$ cat config.mk
export PLATFORM = sky130hd
export DESIGN_NAME = jtpang_dma
export DESIGN_NICKNAME = d
export VERILOG_FILES = /design/src/rtl/jtpang_dma.sv
export SDC_FILE = /design/constraint.sdc
export NUM_CORES = 1
export LEC_CHECK = 0
export CORE_MARGIN = 1
export CORE_UTILIZATION = 45
export DETAILED_ROUTE_END_ITERATION = 12
export PLACE_DENSITY = 0.78
export SLEW_MARGIN = 20
export SYNTH_ARGS = -nofsm -noshare
export SYNTH_HDL_FRONTEND = slang
export SYNTH_SLANG_ARGS = --single-unit
$ cat constraint.sdc
create_clock -name clk -period 2.2 [get_ports clk]
set_input_delay 0.55 -clock clk [delete_from_list [all_inputs] [get_ports clk]]
set_output_delay 0.55 -clock clk [all_outputs]
set_load 0.03 [all_outputs]
$ cat src/rtl/jtpang_dma.sv
// Object-table DMA: requests the CPU bus, streams the VRAM object area into the
// object line-engine buffer through a one-stage read pipeline, then returns the bus.
module jtpang_dma #(
    parameter int AW     = 9,
    parameter int AUTOVB = 1
) (
    input  logic          clk,
    input  logic          rst,
    input  logic          cen,
    input  logic          dma_go,
    input  logic          LVBL,
    input  logic          busak_n,
    output logic          busrq_n,
    output logic [AW-1:0] dma_addr,
    input  logic [7:0]    vram_dout,
    output logic          obj_we,
    output logic [AW-1:0] obj_addr,
    output logic [7:0]    obj_din,
    output logic          busy
);
    typedef enum logic [1:0] {IDLE, REQ, COPY, REL} state_t;

    localparam logic          AUTO_EN   = (AUTOVB != 0);
    localparam logic [AW-1:0] LAST_ADDR = '1;

    state_t        state_q, state_d;
    logic          lvbl_q;
    logic          pending_q, pending_d;
    logic          v_q, v_d;
    logic          last_q, last_d;
    logic [AW-1:0] addr_q, addr_d;
    logic [AW-1:0] dma_addr_q, dma_addr_d;
    logic          busrq_n_q, busrq_n_d;
    logic          busy_q, busy_d;
    logic          we_q, we_d;
    logic [AW-1:0] oaddr_q, oaddr_d;
    logic [7:0]    odin_q, odin_d;
    logic          trig;

    assign trig = dma_go | (AUTO_EN & lvbl_q & ~LVBL);

    always_comb begin
        state_d    = state_q;
        v_d        = v_q;
        last_d     = last_q;
        addr_d     = addr_q;
        dma_addr_d = dma_addr_q;
        busrq_n_d  = busrq_n_q;
        busy_d     = busy_q;
        we_d       = 1'b0;
        oaddr_d    = oaddr_q;
        odin_d     = odin_q;
        // Triggers that IDLE cannot consume this cycle are remembered (1 deep).
        pending_d  = pending_q | (trig & ~((state_q == IDLE) & cen));
        if (cen) begin
            case (state_q)
                IDLE: if (trig | pending_q) begin
                    state_d    = REQ;
                    busrq_n_d  = 1'b0;
                    busy_d     = 1'b1;
                    pending_d  = 1'b0;
                    dma_addr_d = '0;
                    v_d        = 1'b0;
                    last_d     = 1'b0;
                end
                REQ: if (!busak_n) state_d = COPY;
                COPY: begin
                    if (!busak_n) begin
                        if (v_q) begin
                            we_d    = 1'b1;
                            oaddr_d = addr_q;
                            odin_d  = vram_dout;
                        end
                        if (last_q) begin
                            v_d       = 1'b0;
                            last_d    = 1'b0;
                            busrq_n_d = 1'b1;
                            state_d   = REL;
                        end else begin
                            addr_d = dma_addr_q;
                            v_d    = 1'b1;
                            if (dma_addr_q == LAST_ADDR) last_d = 1'b1;
                            else dma_addr_d = dma_addr_q + 1'b1;
                        end
                    end else begin
                        // Bus lost: drop the in-flight byte and re-issue its address later.
                        if (v_q) dma_addr_d = addr_q;
                        v_d    = 1'b0;
                        last_d = 1'b0;
                    end
                end
                REL: if (busak_n) begin
                    state_d = IDLE;
                    busy_d  = pending_q | trig;
                end
                default: state_d = IDLE;
            endcase
        end
    end

    always_ff @(posedge clk or posedge rst) begin
        if (rst) begin
            state_q    <= IDLE;
            lvbl_q     <= 1'b1;
            pending_q  <= 1'b0;
            v_q        <= 1'b0;
            last_q     <= 1'b0;
            addr_q     <= '0;
            dma_addr_q <= '0;
            busrq_n_q  <= 1'b1;
            busy_q     <= 1'b0;
            we_q       <= 1'b0;
            oaddr_q    <= '0;
            odin_q     <= '0;
        end else begin
            state_q    <= state_d;
            lvbl_q     <= LVBL;
            pending_q  <= pending_d;
            v_q        <= v_d;
            last_q     <= last_d;
            addr_q     <= addr_d;
            dma_addr_q <= dma_addr_d;
            busrq_n_q  <= busrq_n_d;
            busy_q     <= busy_d;
            we_q       <= we_d;
            oaddr_q    <= oaddr_d;
            odin_q     <= odin_d;
        end
    end

    assign busrq_n  = busrq_n_q;
    assign dma_addr = dma_addr_q;
    assign obj_we   = we_q;
    assign obj_addr = oaddr_q;
    assign obj_din  = odin_q;
    assign busy     = busy_q;
endmodule

==> reports/results.ini <==
[run_status]
outcome = finished with violations
violations = design-rule violations

[grt]
antenna_found_initial = 0
grt_max_degree = 32
track_usage_pct = 19.6
grt_pass1_wl_mm = 7.52
grt-ovfl-total = 0
grt_pass1_vias = 1607

[synth]
synth.area.top_cells = dfrtp_1, mux2_2, ha_1
ys_ff_latch = 44
synth_warnings = 0
syn-num-nets = 199
syn_area_per_cell_um2 = 12.0
netlist_area_um2 = 2140
yosysTopAreaCellShare_pct = 49.1
yosys.area.top_type = dfrtp_1
seq_area_frac_synth_pct = 51.5
ys_types = 45
syn_inst = 178

[setup_path]
cp.arrival_ns = 2.28
r2r_end = dma_addr[8]
crit_fanout = 4
critPathKind = reg2reg
worstSetupStartpointType = register
rr_startpoint = dma_addr[0]
cp.required_ns = 2.38
regToRegSetupSlack_ns = 0.09
endpoint_kind = register
reg2regPathDepth = 9

[floorplan]
core-area_um2 = 4470
die_area_um2 = 5040
die_h_um = 71.0
rows = 24
start_util_pct = 47.8
ios = 43
die_x_um = 71.0

[cts]
clock_path_buffers = 2
cts-buffers-inserted = 5
cts_tree = built
cts_num_sinks = 44
path_clk_slew_ns = 0.08
clock_latency_ns = 0.30
hold_buffers = 0
clock_tree.root_cell = clkbuf_8
htree_num_levels = 2
cts_setup_buffers = 0

[pwr]
p_per_area_nw_per_um2 = 915
p_leak_nw = 1.28
vdd_drop_max_mv = 0.611
p_total_mw = 2.59

[finish]
area_growth_pct = 32.4
antenna_cells = 0
final_common_cell = clkdlybuf4s50_1
nets = 261
drive_gt1_share_pct = 28.6
layout_common_cells = clkdlybuf4s50_1, dfrtp_1, mux2_2, buf_4, nand2_1
fin_util_pct = 63.3

[worst_hold_path]
min_path_cells = 1
hold_start = obj_addr[4]
min_path_type = reg2reg
holdPathEnd = obj_addr[4]

[timing]
grt_setup_unrepaired = no
drv_slew = 0
fin_crit_sh_pct = 95.7
final-hold-violation-count = 0
max_slew_margin_pct = 64.8
setup_viol = 0
worstMarginPinSlew_ns = 0.525
max_freq_ghz = 0.475
period_minus_slack_ns = 2.11
skew_ns = 0.00445
setup_tns_ns = 0

[drt]
routed_wl_mm = 4.38
wl_per_cell_um = 14.9
antenna_left = 0
firstDrtPassIters = 8
vias = 1604
drc = 1
avgViaCountPerCell = 5.47
initialDrtViolationCount = 126

[placement]
dp_hpwl_mm = 3.29
portBuffers = 42
place.gp.congestion = 0.925

[run]
max-cap-violations = 0

## cells by family after synthesis
kind of cell             after synthesis  share of synthesized area (%)
AND/OR/NAND/NOR                       45                           13.2
flip-flops                            44                           51.5
AO/OA/AOI/OAI                         37                           11.9
multiplexers                          30                           15.6
buffers and inverters                 15                           3.68
adder cells (fa/ha/maj)                7                           4.09
## cell type report
class	count	area [um^2]
tap	52	65.1
clock buffer	7	76.3
sequential	44	1110
inverter	10	37.5
clock inverter	1	5.00
multi-input combinational	119	976
timing repair buffer	60	568
fill	358	1640
## routing by layer
metal,global-route usage [%],vias to the layer above,wire length [um]
li1,-,774,-
met1,24.9,780,1960
met2,31.5,40,2160
met3,5.41,10,161
met4,8.44,0,92
met5,0,-,0
## state kept, by name (all words and copies together), names as in the netlist
register / cells
obj_we: 1
obj_din: 8
pending_q: 1
busy: 1
lvbl_q: 1
last_q: 1
addr_q: 9
state_q: 2
dma_addr: 9
busrq_n: 1
obj_addr: 9
v_q: 1
## critical path, stage by stage (launching register included)
cell and delay, ns:
dfrtp_2 0.43, ha_4 0.17, nand3_1 0.10, nor2_1 0.07
and3_1 0.19, ha_1 0.19, or3_4 0.39, and3_4 0.20
o21ai_1 0.18, o31ai_2 0.09
## Yosys cell counts, drive strengths merged
library cell  count
mux2             27
nand4             1
a21oi             9
o22ai             1
o21ai             7
and3              2
o31ai             4
ha                7
a221o             1
nand2            11
a31o              1
a211oi            1
a32o              1
mux2i             3
a31oi             2
nor2b             2
clkbuf            1
nand2b            2
or2               1
inv              10
buf               4
o21a              1
o2bb2ai           4
and4              1
nor2              7
or3               1
nand3            10
a22oi             1
o31a              1
nor4              3
dfrtp            42
o211ai            2
a22o              1
dfstp             2
nor3              4
## what timing repair did
item                       CTS  global route
setup endpoints to repair    0             3
hold endpoints to repair     0             0
gates resized for setup      0             3
## where the power goes
part,internal [mW],switching (mW)
Combinational,0.475,0.601
Sequential,0.946,0.0893
Clock,0.223,0.258
## worst max path at each step
stage                           start     endpoint  depth (start not counted)
final                     dma_addr[0]  dma_addr[8]                          9
after global routing      dma_addr[0]  dma_addr[8]                          9
after CTS                 dma_addr[0]  dma_addr[3]                          9
after detailed placement      busak_n   obj_din[6]                          6
after global placement        busak_n  obj_addr[0]                          6
after floorplan           dma_addr[0]  dma_addr[3]                          9
## per-stage QoR
step / hold slack, ns / area, um^2 / setup slack (ns) / instances
after floorplan: 0.487 / 2160 / 0.0129 / 178
after global placement: 0.487 / 2750 / 0.0662 / 285
after detailed placement: 0.493 / 2750 / 0.0508 / 285
after CTS: 0.510 / 2830 / 0.0948 / 293
after global routing: 0.517 / 2830 / 0.00826 / 293
final: 0.506 / 2830 / 0.0938 / 293
(Power assumes the default switching activity.)
==> edit 1 (config.mk and constraints unchanged) <==
Re-encode `state_t` (4 states) as Gray code, 2 bits wide.
--- a/src/rtl/jtpang_dma.sv
+++ b/src/rtl/jtpang_dma.sv
@@ -19,5 +19,5 @@
     output logic          busy
 );
-    typedef enum logic [1:0] {IDLE, REQ, COPY, REL} state_t;
+    typedef enum logic [1:0] {IDLE = 2'b00, REQ = 2'b01, COPY = 2'b11, REL = 2'b10} state_t;
 
     localparam logic          AUTO_EN   = (AUTOVB != 0);
Check against the original RTL: same outputs for any inputs over 10 cycles, from zero or initial values and one cycle with rst high; not proved beyond that.
==> edit 1 against the unedited design <==
Non-clock buffer count shrank 1; sequential share of layout area grew 0.54 points; worst setup slack barely moved; synthesized cell count is 11% lower; cell area down 1.4%; via count decreased by 7.5%; global-route usage shrank 0.84 points; routed wire length decreased by 0.75%; sequential cell count is the same; total power rose by 2.7%; final cell count down 7.2%; area after synthesis shrank 4.0%; count of clock-buffer cells in the layout decreased by 1; largest cell class unchanged.
==> edit 1: results (changes against the unedited design) <==
- Clk pwr: 500 uW (+4%)
- Adder-cell area share of the yosys netlist: 1.22% (-2.9 points)
- Largest net degree at the start of global routing: 45 (+41%)
- Library cells used by synthesis: 44 (-2.2%)
- Worst setup path end: dma_addr[5]$_DFFE_PP0P_
- Routed wire length on met3: 194 um (+20%)
- DP Wirelength: 3070 um (-6.6%)
- Residual DRC count: 0 (-1)
- Crit path DAT: 2.30 ns (+0.02 ns)
- WHS Endpoint: busrq_n$_DFFE_PP1P_
- Post-Syn Nets: 175 (-12%)
- GR Layer Usage met1: 25.1% (+0.19 points)
- DRT met1 WL: 2020 um (+2.8%)
- Worst slew pin tran: 0.339 ns (-0.186 ns)
- Starting DRC count in detailed routing: 84 (-33%)
- Logic pwr share: 40.0% (-1.5 points)
- Via count: 1484 (-7.5%)
- Mapped Cells: 159 (-11%)
- CP Max Fanout: 8 (+4)
- Dpl ws: -0.0537 ns (-0.105 ns)
- Sw power: 918 uW (-3.2%)
- Power Density: 953 nW/um^2 (+4.1%)
- Worst IR Drop VDD: 0.473 mV (-23%)
- Fin Clk Skew: 0.00925 ns (+0.00480 ns)
- First-pass GRT wire length: 6960 um (-7.4%)
- Mux cell area share after synthesis: 18.3% (+2.7 points)
- WHS Path Cells: 2 (+1)
- Post-synthesis compound-gate area fraction: 12.5% (+0.61 points)
- Xor and xnor area share after synthesis: 0.426% (+0.43 points)
- Status: finished, final reports clean
- Met3 usage: 3.92% (-1.5 points)
==> edit 1: cell count changes in the layout (fill, tap and decap cells not counted), sizes merged, moves of 3 or more <==
cell	change
a21oi	-5
a221o	+3
ha	-5
inv	-6
nand3	-6
nor4	-3
o41ai	+3
==> edit 1: metrics by stage <==
stage | area (um^2) | hold WS, ns | std cells | util [%]
3_3_place_gp | 2680 | 0.482 | 264 | 61.1
2_1_floorplan | 2080 | 0.499 | 159 | -
5_1_grt | 2800 | 0.532 | 272 | 63.8
4_1_cts | 2780 | 0.495 | 272 | 63.3
3_5_place_dp | 2680 | 0.482 | 264 | 61.1
6_report | 2800 | 0.494 | 272 | 63.8
==> edit 1: final cells by class <==
type / count / area [um^2]
clock buffer: 6 / 72.6
clock inverter: 2 / 12.5
fill: 348 / 1590
inverter: 4 / 15.0
multi-input combinational: 105 / 951
sequential: 44 / 1110
tap: 52 / 65.1
timing repair buffer: 59 / 573
==> edit 2 (same flow settings) <==
Made on the original files. `AW`: 9 -> 11.
--- a/src/rtl/jtpang_dma.sv
+++ b/src/rtl/jtpang_dma.sv
@@ -2,5 +2,5 @@
 // object line-engine buffer through a one-stage read pipeline, then returns the bus.
 module jtpang_dma #(
-    parameter int AW     = 9,
+    parameter int AW     = 11,
     parameter int AUTOVB = 1
 ) (
Interface: changed (resized dma_addr and obj_addr); port bits go from 43 to 47. No check against the original RTL was run, so the function may have changed too.
==> edit 2 against the unedited design <==
Cell area up 12%; critical endpoint is now dma_addr[4]; first-iteration DRC count down 26%; worst hold slack better by 0.0039 ns; area after synthesis up 14%; worst setup slack worse by 0.0038 ns; synthesized cell count up 15%; sequential cell count up 6; global-route usage up 0.053 points; routed wire length up 12%; via count up 13%; total power up 57%; clock power up 15%.
==> edit 2: results (changes against the unedited design) <==
- Status: finished, final reports clean
- Clk buf depth: 2 (unchanged)
- Sequential fraction of the synthesis area: 51.4% (-0.16 points)
- WHS Path Cells: 1 (unchanged)
- Most instantiated cells after synthesis: dfrtp_1, mux2_2, inv_1
- Final GP Congestion: 0.865 (-6.4%)
- CTS root buf: clkbuf_8
- Critical R2R Launch: state_q[0]$_DFFE_PP0P_
- GRT Total Usage: 19.6% (+0.053 points)
- Initial antenna violation count: 0 (unchanged)
- Worst hold slack: 0.510 ns (+0.00392 ns)
- Final hold vios: 0 (unchanged)
- Worst IR Drop VDD: 0.569 mV (-6.9%)
- WHS Endpoint: obj_addr[7]$_DFFE_PP0P_
- FF-to-FF End: addr_q[5]$_DFFE_PP0P_
- First-pass GRT wire length: 8330 um (+11%)
- TritonRoute pass-1 iters: 4 (-4)
- DP Wirelength: 3610 um (+9.7%)
- CP delay by family, top: buffers and inverters
- Relative slew slack: 71.9% (+7.1 points)
- Hold_sp: obj_addr[7]$_DFFE_PP0P_
- Final nets: 287 (+10%)
- Final WL: 4920 um (+12%)
- Clock transition at path regs: 0.10 ns (+0.02 ns)
- Gr ovfl total: 0 (unchanged)
- Layout cells sized above 1: 25.7% (-2.9 points)
- Hold Path Class: reg2reg
- # Post-CTS Setup Buffers: 0 (unchanged)
- Starting DRC count in detailed routing: 93 (-26%)
- Largest cells by area after synthesis: dfrtp_1, mux2_2, ha_1, inv_1, o211ai_1
- Worst setup path end: dma_addr[4]
- Worst Setup SP: dma_addr[4]$_DFFE_PP0P_
- Library cells used by synthesis: 47 (+4.4%)
- LEAKAGE: 1.39 nW (+8.2%)
- IO buf count: 46 (+9.5%)
- CP Max Fanout: 7 (+3)
- FF-to-FF setup slack: 0.23 ns (+0.14 ns)
- Syn. warnings: 0 (unchanged)
- Post-Syn Nets: 224 (+13%)
- Async SR Flop Fraction: 100% (unchanged)
- Reg2reg path depth: 6 (-3)
- Crit path DAT: 1.56 ns (-0.72 ns)
- Largest net degree at the start of global routing: 26 (-19%)
- Max incr delay on CP: 0.74 ns (+0.31 ns)
- Via count: 1820 (+13%)
- Slowest CP cell: clkdlybuf4s50_1
- Fin Clk Skew: 0.0103 ns (+0.00584 ns)
-- edit 2: changes by cell type in the layout (fill, tap and decap cells not counted), moves of 4 or more --
cell       delta
dfrtp_1       +8
inv_1         +6
o211ai_1      +6
o221ai_1      +6
mux2_2        +4
o2bb2ai_1     -4
-- edit 2: area by class of cell --
class | count | area [um^2]
timing repair buffer | 64 | 623
fill | 422 | 1990
inverter | 16 | 60.1
sequential | 50 | 1250
multi-input combinational | 130 | 1070
clock inverter | 3 | 23.8
tap | 70 | 87.6
clock buffer | 5 | 68.8
-- edit 2: per-layer routing --
layer / up-vias / global-route usage, % / wire (um)
li1: 887 / - / -
met1: 889 / 26.0 / 2320
met2: 38 / 32.5 / 2330
met3: 6 / 4.50 / 203
met4: 0 / 5.56 / 65
met5: - / 0 / 0
-- edit 2: per-stage QoR --
stage | cells | instance area (um^2) | power, mW | setup WS, ns
after CTS | 338 | 3180 | 4.11 | 0.0527
after global routing | 338 | 3180 | 4.34 | 0.0346
after detailed placement | 330 | 3090 | 3.55 | 0.0527
final | 338 | 3180 | 4.06 | 0.0900
after global placement | 330 | 3090 | 3.49 | 0.0722
after floorplan | 204 | 2440 | 2.78 | 0.193
-- edit 2: cells by family (layout without fill, tap and decap cells) --
family,count (synthesis),after routing,synth area share (%)
AND/OR/NAND/NOR,48,48,10.3
buffers and inverters,24,88,4.92
adder cells (fa/ha/maj),6,6,3.08
flip-flops,50,50,51.4
multiplexers,33,33,15.1
AO/OA/AOI/OAI,43,43,15.2
-- edit 2: power by group --
part           switching (mW)  total, mW  internal [mW]
logic                    1.03       1.91          0.887
registers               0.318       1.59           1.28
clock network           0.325      0.553          0.228
total                    1.67       4.06           2.39
